### config.mk
export PLATFORM = sky130hd
export DESIGN_NAME = change_dispenser_flat
export DESIGN_NICKNAME = d
export VERILOG_FILES = /design/src/rtl/change_dispenser_if.sv /design/src/rtl/change_dispenser.sv /design/src/flat_wrapper.sv
export SDC_FILE = /design/constraint.sdc
export NUM_CORES = 1
export LEC_CHECK = 0
export ABC_AREA = 1
export BUFFER_PORTS_ARGS = -buffer_cell sky130_fd_sc_hd__buf_2
export CAP_MARGIN = 10
export CORE_ASPECT_RATIO = 1.25
export CORE_MARGIN = 1
export CORE_UTILIZATION = 55
export DETAILED_ROUTE_END_ITERATION = 10
export HOLD_SLACK_MARGIN = 0.03
export PLACE_DENSITY = 0.88
export SETUP_SLACK_MARGIN = 0.3
export SLEW_MARGIN = 10
export SYNTH_ARGS = -nofsm -noshare
export SYNTH_HDL_FRONTEND = slang
export SYNTH_SLANG_ARGS = --single-unit
### constraint.sdc
create_clock -name clk -period 2.75 [get_ports clk]
set_clock_uncertainty 0.05 [all_clocks]
set_input_delay 0.55 -clock clk [delete_from_list [all_inputs] [get_ports clk]]
set_output_delay 0.55 -clock clk [all_outputs]
set_load 0.005 [all_outputs]
### src/rtl/change_dispenser_if.sv
// Bundle between the vending FSM / coin hopper side and the change dispenser.
// slave is the dispenser view; master is the upstream + hopper view.
interface change_dispenser_if #(
    parameter int CNT_W = 5
);
    logic             res_valid;
    logic [7:0]       res_bcd;
    logic             refill;
    logic             coin_ack;
    logic             busy;
    logic             coin_req;
    logic [4:0]       coin_type;
    logic [CNT_W-1:0] coin_cnt;
    logic [7:0]       remain_bcd;
    logic             done;
    logic             err;
    logic [1:0]       err_code;

    modport master (
        output res_valid, res_bcd, refill, coin_ack,
        input  busy, coin_req, coin_type, coin_cnt,
        input  remain_bcd, done, err, err_code
    );

    modport slave (
        input  res_valid, res_bcd, refill, coin_ack,
        output busy, coin_req, coin_type, coin_cnt,
        output remain_bcd, done, err, err_code
    );
endinterface

### src/rtl/change_dispenser.sv
// Pays a BCD change amount coin by coin through a req/ack hopper,
// choosing greedily from 50 down to 1 while tracking per-coin stock.
module change_dispenser #(
    parameter int CNT_W       = 5,
    parameter int INIT_STOCK  = 19,
    parameter int ACK_TIMEOUT = 255
) (
    input  logic              clk,
    input  logic              rst,
    change_dispenser_if.slave bus
);

    localparam logic [2:0] S_IDLE = 3'd0;
    localparam logic [2:0] S_CONV = 3'd1;
    localparam logic [2:0] S_SEL  = 3'd2;
    localparam logic [2:0] S_DISP = 3'd3;
    localparam logic [2:0] S_DONE = 3'd4;
    localparam logic [2:0] S_ERR  = 3'd5;

    localparam logic [CNT_W-1:0] STOCK_INIT = CNT_W'(INIT_STOCK);
    localparam logic [7:0]       TMO_MAX    = 8'(ACK_TIMEOUT);

    localparam logic [1:0] E_BCD   = 2'd1;
    localparam logic [1:0] E_SHORT = 2'd2;
    localparam logic [1:0] E_TMO   = 2'd3;

    // Index 0..4 maps to coins 1,5,10,20,50 and to one-hot bit position.
    function automatic logic [6:0] denom(input logic [2:0] idx);
        logic [6:0] v;
        case (idx)
            3'd0:    v = 7'd1;
            3'd1:    v = 7'd5;
            3'd2:    v = 7'd10;
            3'd3:    v = 7'd20;
            default: v = 7'd50;
        endcase
        return v;
    endfunction

    logic [2:0]       state_q, state_d;
    logic [7:0]       bcd_q, bcd_d;
    logic [6:0]       rem_q, rem_d;
    logic [CNT_W-1:0] cnt_q, cnt_d;
    logic [2:0]       idx_q, idx_d;
    logic [7:0]       tmo_q, tmo_d;
    logic [1:0]       code_q, code_d;
    logic [CNT_W-1:0] stk_q [5];
    logic [CNT_W-1:0] stk_d [5];

    logic [3:0] tens_in, ones_in;
    logic [2:0] pick_idx;
    logic       pick_ok;
    logic [6:0] bcd_r;
    logic [3:0] bcd_t;
    logic [7:0] rem_bcd;

    assign tens_in = bcd_q[7:4];
    assign ones_in = bcd_q[3:0];

    always_comb begin
        pick_ok  = 1'b0;
        pick_idx = 3'd0;
        for (int i = 4; i >= 0; i--) begin
            if (!pick_ok && denom(3'(i)) <= rem_q && stk_q[i] != '0) begin
                pick_ok  = 1'b1;
                pick_idx = 3'(i);
            end
        end
    end

    // Binary to BCD by subtracting 80/40/20/10; remaining never exceeds 99.
    always_comb begin
        bcd_r = rem_q;
        bcd_t = 4'd0;
        if (bcd_r >= 7'd80) begin
            bcd_t[3] = 1'b1;
            bcd_r    = bcd_r - 7'd80;
        end
        if (bcd_r >= 7'd40) begin
            bcd_t[2] = 1'b1;
            bcd_r    = bcd_r - 7'd40;
        end
        if (bcd_r >= 7'd20) begin
            bcd_t[1] = 1'b1;
            bcd_r    = bcd_r - 7'd20;
        end
        if (bcd_r >= 7'd10) begin
            bcd_t[0] = 1'b1;
            bcd_r    = bcd_r - 7'd10;
        end
        rem_bcd = {bcd_t, bcd_r[3:0]};
    end

    always_comb begin
        state_d = state_q;
        bcd_d   = bcd_q;
        rem_d   = rem_q;
        cnt_d   = cnt_q;
        idx_d   = idx_q;
        tmo_d   = tmo_q;
        code_d  = code_q;
        stk_d   = stk_q;
        unique case (state_q)
            S_IDLE: begin
                if (bus.refill) begin
                    for (int i = 0; i < 5; i++) stk_d[i] = STOCK_INIT;
                end
                if (bus.res_valid) begin
                    bcd_d   = bus.res_bcd;
                    cnt_d   = '0;
                    rem_d   = '0;
                    state_d = S_CONV;
                end
            end
            S_CONV: begin
                if (tens_in > 4'd9 || ones_in > 4'd9) begin
                    code_d  = E_BCD;
                    state_d = S_ERR;
                end else begin
                    rem_d = {tens_in, 3'b000}
                          + {2'b00, tens_in, 1'b0}
                          + {3'b000, ones_in};
                    state_d = S_SEL;
                end
            end
            S_SEL: begin
                if (rem_q == 7'd0) begin
                    state_d = S_DONE;
                end else if (pick_ok) begin
                    idx_d   = pick_idx;
                    tmo_d   = 8'd0;
                    state_d = S_DISP;
                end else begin
                    code_d  = E_SHORT;
                    state_d = S_ERR;
                end
            end
            S_DISP: begin
                if (bus.coin_ack) begin
                    rem_d        = rem_q - denom(idx_q);
                    stk_d[idx_q] = stk_q[idx_q] - 1'b1;
                    cnt_d        = cnt_q + 1'b1;
                    state_d      = S_SEL;
                end else begin
                    tmo_d = tmo_q + 8'd1;
                    if (tmo_d == TMO_MAX) begin
                        code_d  = E_TMO;
                        state_d = S_ERR;
                    end
                end
            end
            S_DONE:  state_d = S_IDLE;
            S_ERR:   state_d = S_IDLE;
            default: state_d = S_IDLE;
        endcase
    end

    always_ff @(posedge clk) begin
        if (rst) begin
            state_q <= S_IDLE;
            bcd_q   <= '0;
            rem_q   <= '0;
            cnt_q   <= '0;
            idx_q   <= '0;
            tmo_q   <= '0;
            code_q  <= '0;
            for (int i = 0; i < 5; i++) stk_q[i] <= STOCK_INIT;
        end else begin
            state_q <= state_d;
            bcd_q   <= bcd_d;
            rem_q   <= rem_d;
            cnt_q   <= cnt_d;
            idx_q   <= idx_d;
            tmo_q   <= tmo_d;
            code_q  <= code_d;
            for (int i = 0; i < 5; i++) stk_q[i] <= stk_d[i];
        end
    end

    assign bus.busy       = (state_q != S_IDLE);
    assign bus.coin_req   = (state_q == S_DISP);
    assign bus.coin_type  = bus.coin_req ? (5'b00001 << idx_q) : 5'b00000;
    assign bus.coin_cnt   = cnt_q;
    assign bus.done       = (state_q == S_DONE);
    assign bus.err        = (state_q == S_ERR);
    assign bus.err_code   = bus.err ? code_q : 2'd0;
    assign bus.remain_bcd = bus.err ? rem_bcd : 8'h00;

endmodule
### src/flat_wrapper.sv
// flat-port wrapper written by rule: the top's interface ports become plain ports
module change_dispenser_flat 
#(
    parameter int CNT_W       = 5,
    parameter int INIT_STOCK  = 19,
    parameter int ACK_TIMEOUT = 255
)
  (clk, rst, bus_res_valid, bus_res_bcd, bus_refill, bus_coin_ack, bus_busy, bus_coin_req, bus_coin_type, bus_coin_cnt, bus_remain_bcd, bus_done, bus_err, bus_err_code);
  change_dispenser_if #(.CNT_W(CNT_W)) bus_i ();
  input  logic clk;
  input  logic rst;
  input wire logic [$bits(bus_i.res_valid)-1:0] bus_res_valid;
  input wire logic [$bits(bus_i.res_bcd)-1:0] bus_res_bcd;
  input wire logic [$bits(bus_i.refill)-1:0] bus_refill;
  input wire logic [$bits(bus_i.coin_ack)-1:0] bus_coin_ack;
  output wire logic [$bits(bus_i.busy)-1:0] bus_busy;
  output wire logic [$bits(bus_i.coin_req)-1:0] bus_coin_req;
  output wire logic [$bits(bus_i.coin_type)-1:0] bus_coin_type;
  output wire logic [$bits(bus_i.coin_cnt)-1:0] bus_coin_cnt;
  output wire logic [$bits(bus_i.remain_bcd)-1:0] bus_remain_bcd;
  output wire logic [$bits(bus_i.done)-1:0] bus_done;
  output wire logic [$bits(bus_i.err)-1:0] bus_err;
  output wire logic [$bits(bus_i.err_code)-1:0] bus_err_code;
  assign bus_i.res_valid = bus_res_valid;
  assign bus_i.res_bcd = bus_res_bcd;
  assign bus_i.refill = bus_refill;
  assign bus_i.coin_ack = bus_coin_ack;
  assign bus_busy = bus_i.busy;
  assign bus_coin_req = bus_i.coin_req;
  assign bus_coin_type = bus_i.coin_type;
  assign bus_coin_cnt = bus_i.coin_cnt;
  assign bus_remain_bcd = bus_i.remain_bcd;
  assign bus_done = bus_i.done;
  assign bus_err = bus_i.err;
  assign bus_err_code = bus_i.err_code;
  change_dispenser #(.CNT_W(CNT_W), .INIT_STOCK(INIT_STOCK), .ACK_TIMEOUT(ACK_TIMEOUT)) u_core (.clk(clk), .rst(rst), .bus(bus_i));
endmodule
======== Word-level counts from Yosys, hierarchy flattened ========
Index checks and enable logic that the tools add are counted.
word-level totals
  bits in registers ....................... 61
  input port bits ......................... 13
  output and inout bits ................... 24
  logic and storage cells ................. 151
cells by class
  $add $sub $neg .......................... 10
  magnitude comparators ................... 13
  equality and inequality tests ........... 20
  shift operators ......................... 1
  muxes and demuxes ....................... 57
  bitwise operators ....................... 2
  reduce and logical (&&, ||, !) cells .... 36
operators by type and width
  operator                                                                number
  7-bit two-way mux                                                       8
  25-bit two-way mux                                                      2
  25-bit one-hot mux with 2 select lines                                  1
  3-bit two-way mux                                                       11
  8-bit two-way mux                                                       4
  5-bit two-way mux                                                       6
  25-bit bitwise mux                                                      1
  5-bit nonzero test                                                      5
  6-bit one-hot mux with 4 select lines                                   1
  7-bit one-hot mux with 3 select lines                                   1
  2-bit inequality test (second input constant)                           8
  8-bit one-hot mux with 2 select lines                                   1
  5-bit binary-select mux with 3-bit select                               1
  5-bit demux with 3-bit select                                           1
  3-bit by 2-bit equality test with 1-bit output (second input constant)  4
  2-bit two-way mux                                                       6
  3-bit one-hot mux with 4 select lines                                   1
  1-bit logical AND                                                       10
  5-bit one-hot mux with 2 select lines                                   1
  1-bit two-way mux                                                       9
  3-bit AND reduction                                                     3
  3-bit nonzero test                                                      3
  8-bit by 1-bit adder with 8-bit output (second input constant)          1
  8-bit equality test (second input constant)                             1
  other kinds (38)                                                        49

======== Logic depth before layout (Yosys ltp) ========
  word-level depth ........................ 22
  mapped depth ............................ 27
  gate-level depth less buffers ........... 26

======== Least setup slack after synthesis ========
No wires, ideal clock.
  kind .................................... flip-flop to output port
  start ................................... register u_core.rem_q[5]
  end ..................................... output bus_remain_bcd[1]
  arrival ................................. 2.457 ns
  data required time ...................... 2.150 ns
  setup slack ............................. -0.307 ns
  cell stages (with the launch flop) ...... 25
  path buffers ............................ 0
  cells stage by stage .................... dfxtp_1 a21oi_1 nor2_1 inv_2 ha_1 inv_1 nor2_1 nand2_1 nand2_1 nand2_2 nand2_2 nand2_1 nand2_1 nand2_2 nand3_2 nand2_1 nand2_1 inv_1 ha_1 nand2_1 nand3_2 nand3_2 nand2_1 nand2_1 nor2_1
between the ends
  cells in the longest elaborated chain, start to end .. 9
  elaborated cells between the ends (all ways) .. 13
  those cells by class .................... add/sub: 4; order compare: 4; mux: 5
ends and longest elaborated chain
  item                                                                                                                                line                                            RTL
  start: declaration                                                                                                                  change_dispenser.sv:42                          logic [6:0] rem_q, rem_d;
  start signal: assignment                                                                                                            change_dispenser.sv:171                         rem_q <= rem_d;
  7-bit subtractor / 7-bit greater-or-equal comparator (equally long branches)                                                        change_dispenser.sv:77, change_dispenser.sv:75
  7-bit two-way mux *                                                                                                                 change_dispenser.sv:75                          if (bcd_r >= 7'd80) begin
  7-bit by 6-bit subtractor with 7-bit output / 7-bit by 6-bit greater-or-equal comparator with 1-bit output (equally long branches)  change_dispenser.sv:81, change_dispenser.sv:79
  7-bit two-way mux *                                                                                                                 change_dispenser.sv:79                          if (bcd_r >= 7'd40) begin
  7-bit by 5-bit subtractor with 7-bit output / 7-bit by 5-bit greater-or-equal comparator with 1-bit output (equally long branches)  change_dispenser.sv:85, change_dispenser.sv:83
  7-bit two-way mux *                                                                                                                 change_dispenser.sv:83                          if (bcd_r >= 7'd20) begin
  7-bit by 4-bit greater-or-equal comparator with 1-bit output / 4-bit subtractor (equally long branches)                             change_dispenser.sv:87, change_dispenser.sv:89
  4-bit two-way mux *                                                                                                                 change_dispenser.sv:87                          if (bcd_r >= 7'd10) begin
  8-bit two-way mux *                                                                                                                 change_dispenser.sv:187                         assign bus.remain_bcd = bus.err ? rem_bcd : 8'h00;
  end: declaration                                                                                                                    flat_wrapper.sv:20                              output wire logic [$bits(bus_i.remain_bcd)-1:0] bus_remain_bcd;
Every way passes the cells marked *; elsewhere a longest branch is shown, timed or not.

======== Worst setup path in the final report ========
  start ................................... register u_core.rem_q[6]
  end ..................................... output bus_remain_bcd[2]
Same word-level chain as after synthesis.

==> out/qor_table.md <==
| Quantity | Reported |
| --- | --- |
| Peak clock frequency supported by timing | 0.2834 GHz |
| Count of H-tree levels built during CTS | 3 |
| Effective utilization at floorplan | 57.04% |
| Detailed-placement wirelength estimate | 8840 um |
| Clock network fraction of total power | 13.0% |
| Number of violations of the max-capacitance limit | 0 |
| Highest net fanout along the worst path | 4 |
| Clock input transition at the sequential cells of the worst setup and hold paths | 70 ps |
| Remaining global-route overflow | 0 |
| Post-route cell area | 5184 um^2 |
| Floorplan Core Area | 7445 um^2 |
| Wire length per cell | 15.34 um |
| Maximum vdd drop | 0.6711 mV |
| Number of flip-flops and latches in the synthesized netlist | 61 |
| Worst setup path startpoint | u_core.rem_q[6] |
| Worst relative slew slack | 70.55% |
| Number of DRC markers in iteration 0 | 500 |
| Pin count of the biggest net entering global routing | 33 |
| Fin worst setup slack | -778.6 ps |
| Via/cell ratio | 5.844 |
| Slew of the pin with the lowest slew margin | 437.2 ps |
| Die area | 8078 um^2 |
| Logic gate share of total power | 63.4% |
| Part of the Yosys area used for sequential elements | 28.76% |
| Final setup violation count | 5 |
| Type of the setup path with the least slack | reg -> out |
| Internal power | 2.742 mW |
| Kind of end point of the critical path | primary output |
| Power per Cell Area | 1070 nW/um^2 |
| Outcome | complete, but fails checks |
| Routability Congestion | 1.018 |
| Post-detailed-routing wire length | 12610 um |
| Number of nets in the synthesized netlist | 692 |
| Netlist area before placement | 4247 um^2 |
| Footprint of the flip-flops and latches | 1236 um^2 |
| Area fraction of the dominant cell type after synthesis | 28.76% |
| Wire length of the first global-routing pass | 19940 um |
| Number of buffers between clock root and the deepest sink | 2 |
| Die Height | 100.2 um |
| Fillers | 581 |
| Number of buffers created by CTS | 9 |
| Number of clock sinks seen by CTS | 61 |
| GR Util All Layers | 31.65% |
| Clock network latency to the later pin of the worst-skew pair | 350 ps |
| Register share of total power | 23.6% |
| Data required, critical path | 2150 ps |
| Arrival time at the worst endpoint | 2930 ps |
| IO buf count | 36 |
| Library cell used as clock root buffer | sky130_fd_sc_hd__clkbuf_8 |
| Synth warnings | 0 |
| Nets | 766 |
| Synthesized area divided by synthesized cell count | 6.523 um^2 |
| Final count of hold timing violations | 0 |
| Cts-stage hold buffer count | 0 |
| Row Count | 35 |
| Crit path time final | 3529 ps |
| Area occupied by multi-input gates | 2818 um^2 |
| Leakage power | 2.457 nW |
| Hold wc startpoint | u_core.code_q[1] |
| Final count of pins violating max slew | 0 |
| Clock tree from TritonCTS | yes |
| Unrepaired setup endpoints after global routing | true |
| Register-to-register setup slack | 380 ps |
| Sw frac | 50.54% |
| Post-route DRC violation count | 0 |
| Share of final-layout standard cells stronger than drive strength 1 | 23.97% |
| Critical Path Start Type | register |
| Antenna violations before repair | 0 |
| Share of the core filled with cells in the final layout | 69.63% |
| Area growth from synthesis to layout | 22.07% |
| Synthesized instance count | 651 |
| Standard cell area after detailed placement | 4743 um^2 |
| Synth area leaders | sky130_fd_sc_hd__dfxtp_1 (29%), sky130_fd_sc_hd__nand2_1 (14%), sky130_fd_sc_hd__ha_1 (7.4%) |
| Width of the chip | 80.59 um |
| Worst min-delay path class | reg -> reg |
| Cell variety after synth | 46 |
| Reported net switching power | 2.802 mW |
| Violations in the final reports | negative setup slack |
| Cell type contributing the most total cell area after synthesis | sky130_fd_sc_hd__dfxtp_1 |
| I/O Pins | 37 |
| Number of antenna-violating nets in the routed design | 0 |
| Period utilization | 128.3% |
| Startpoint of the worst register-to-register path | u_core.idx_q[0] |
| Diodes inserted | 0 |
| Vias in the first global route | 4535 |
| Number of detailed-route iterations in the first pass | 6 |
| Vias post-DR | 4804 |
-- area by class of cell --
type	instances	area share [%]
clock inverters	7	1.014
inverters	87	6.469
flip-flops and latches	61	23.85
clock buffers	9	2.390
repair buffers	79	9.703
multi-input cells	487	54.36
well taps	92	2.221
-- layer usage --
layer	vias up	part of all wire (%)	GRT usage, %	wire (um)
met1	2148	38	34.79	4772
met4	0	4.5	19.09	570
li1	2301	-	-	-
met5	-	0	0	0
met3	65	7.9	7.545	995
met2	290	50	54.37	6268
-- sequential cells by signal, indices dropped and copies added (netlist names) --
| signal | count |
|---|---|
| u_core.code_q | 2 |
| u_core.stk_q | 25 |
| u_core.rem_q | 7 |
| u_core.bus.coin_cnt | 5 |
| u_core.tmo_q | 8 |
| u_core.bcd_q | 8 |
| u_core.state_q | 3 |
| u_core.idx_q | 3 |
-- power groups by stage --
stage / clock (mW) / combinational [mW] / sequential [mW]
after floorplan: 0 / 2.19 / 1.24
after global placement: 0 / 2.85 / 1.28
after detailed placement: 0 / 2.97 / 1.28
after CTS: 0.715 / 3.11 / 1.28
after global routing: 0.754 / 3.86 / 1.32
final: 0.722 / 3.52 / 1.31
-- logic make-up (layout without fill, tap and decap cells) --
group	Yosys count	after routing	share of synthesized area [%]
XOR/XNOR	10	10	2.239
flip-flops	61	61	28.76
AO/OA/AOI/OAI	126	126	16.94
buffers and inverters	103	182	9.693
AND/OR/NAND/NOR	323	323	33.59
adder cells (fa/ha/maj)	28	28	8.780
-- synth_stat cells, drive strengths merged --
cell / count
nand2: 164
inv: 85
nor2: 73
a21oi: 63
dfxtp: 61
nand3: 51
o21ai: 37
ha: 25
nand4: 14
nor3: 13
clkbuf: 9
xor2: 9
o211ai: 8
buf: 7
a22oi: 4
a221oi: 3
fa: 3
nand3b: 3
a211oi: 2
a31oi: 2
clkinv: 2
o2111ai: 2
o22ai: 2
or2: 2
a22o: 1
a32o: 1
and3: 1
nor3b: 1
nor4: 1
o21a: 1
xnor2: 1
-- path summary, 6_finish.rpt --
kind / cells past startpoint / end
worst max-delay path: 26 / bus_remain_bcd[2]
worst min-delay path: 2 / u_core.code_q[1]
worst max register to register: 18 / u_core.rem_q[5]
worst min register to register: 2 / u_core.code_q[1]
-- worst max-delay path: stages (launching register included) --
cell,delay [ps]
sky130_fd_sc_hd__dfxtp_4,370
sky130_fd_sc_hd__nand2_2,80
sky130_fd_sc_hd__inv_2,50
sky130_fd_sc_hd__nor2_4,80
sky130_fd_sc_hd__inv_2,60
sky130_fd_sc_hd__ha_4,160
sky130_fd_sc_hd__inv_2,50
sky130_fd_sc_hd__nor2_1,30
sky130_fd_sc_hd__nand2_1,70
sky130_fd_sc_hd__nand2_2,90
sky130_fd_sc_hd__nand2_4,120
sky130_fd_sc_hd__nand2_4,80
sky130_fd_sc_hd__nand2_4,80
sky130_fd_sc_hd__nand3_4,90
sky130_fd_sc_hd__nand2_4,90
sky130_fd_sc_hd__nand4_1,120
sky130_fd_sc_hd__nand2_2,110
sky130_fd_sc_hd__inv_2,60
sky130_fd_sc_hd__ha_4,150
sky130_fd_sc_hd__nand2_2,60
sky130_fd_sc_hd__nand2_2,60
sky130_fd_sc_hd__nand3_4,80
sky130_fd_sc_hd__nand3_4,90
sky130_fd_sc_hd__nand2_2,100
sky130_fd_sc_hd__nand2_2,50
sky130_fd_sc_hd__nor2_2,90
sky130_fd_sc_hd__buf_2,110
-- through the flow --
| step | hold slack, ps | power [mW] | cells | setup slack [ps] | TNS, ps |
|---|---|---|---|---|---|
| floorplan | 380.5 | 3.437 | 651 | -193.9 | -475.6 |
| global placement | 393.6 | 4.124 | 795 | -267.3 | -877.7 |
| detailed placement | 399.4 | 4.257 | 795 | -413.9 | -1475 |
| CTS | 410.3 | 5.103 | 816 | -683.1 | -2828 |
| global route | 419.9 | 5.937 | 822 | -961.2 | -4217 |
| finish | 411.8 | 5.544 | 822 | -778.6 | -3316 |
-- layout by cell type, fill, tap and decap left out, drive strengths merged, types with 2 or more instances in the layout --
| master | synthesis | final |
|---|---|---|
| nand2 | 164 | 164 |
| nand3 | 51 | 51 |
| nand3b | 3 | 3 |
| clkbuf | 9 | 9 |
| ha | 25 | 25 |
| a22oi | 4 | 4 |
| nor2 | 73 | 73 |
| o211ai | 8 | 8 |
| or2 | 2 | 2 |
| inv | 85 | 84 |
| nor3 | 13 | 13 |
| o2111ai | 2 | 2 |
| fa | 3 | 3 |
| a211oi | 2 | 2 |
| buf | 7 | 79 |
| dfxtp | 61 | 61 |
| nand4 | 14 | 14 |
| o21ai | 37 | 37 |
| clkinvlp | 0 | 5 |
| a21oi | 63 | 63 |
| xor2 | 9 | 9 |
| o22ai | 2 | 2 |
| clkinv | 2 | 5 |
| a31oi | 2 | 2 |
| a221oi | 3 | 3 |
-- timing repair --
action                     in CTS  in global routing
setup buffers                   5                  6
hold endpoints to repair        0                  0
gates cloned                    0                  0
pin swaps                       6                 17
resized for setup              17                 38
setup endpoints to repair      10                 19
(Power assumes the default switching activity.)
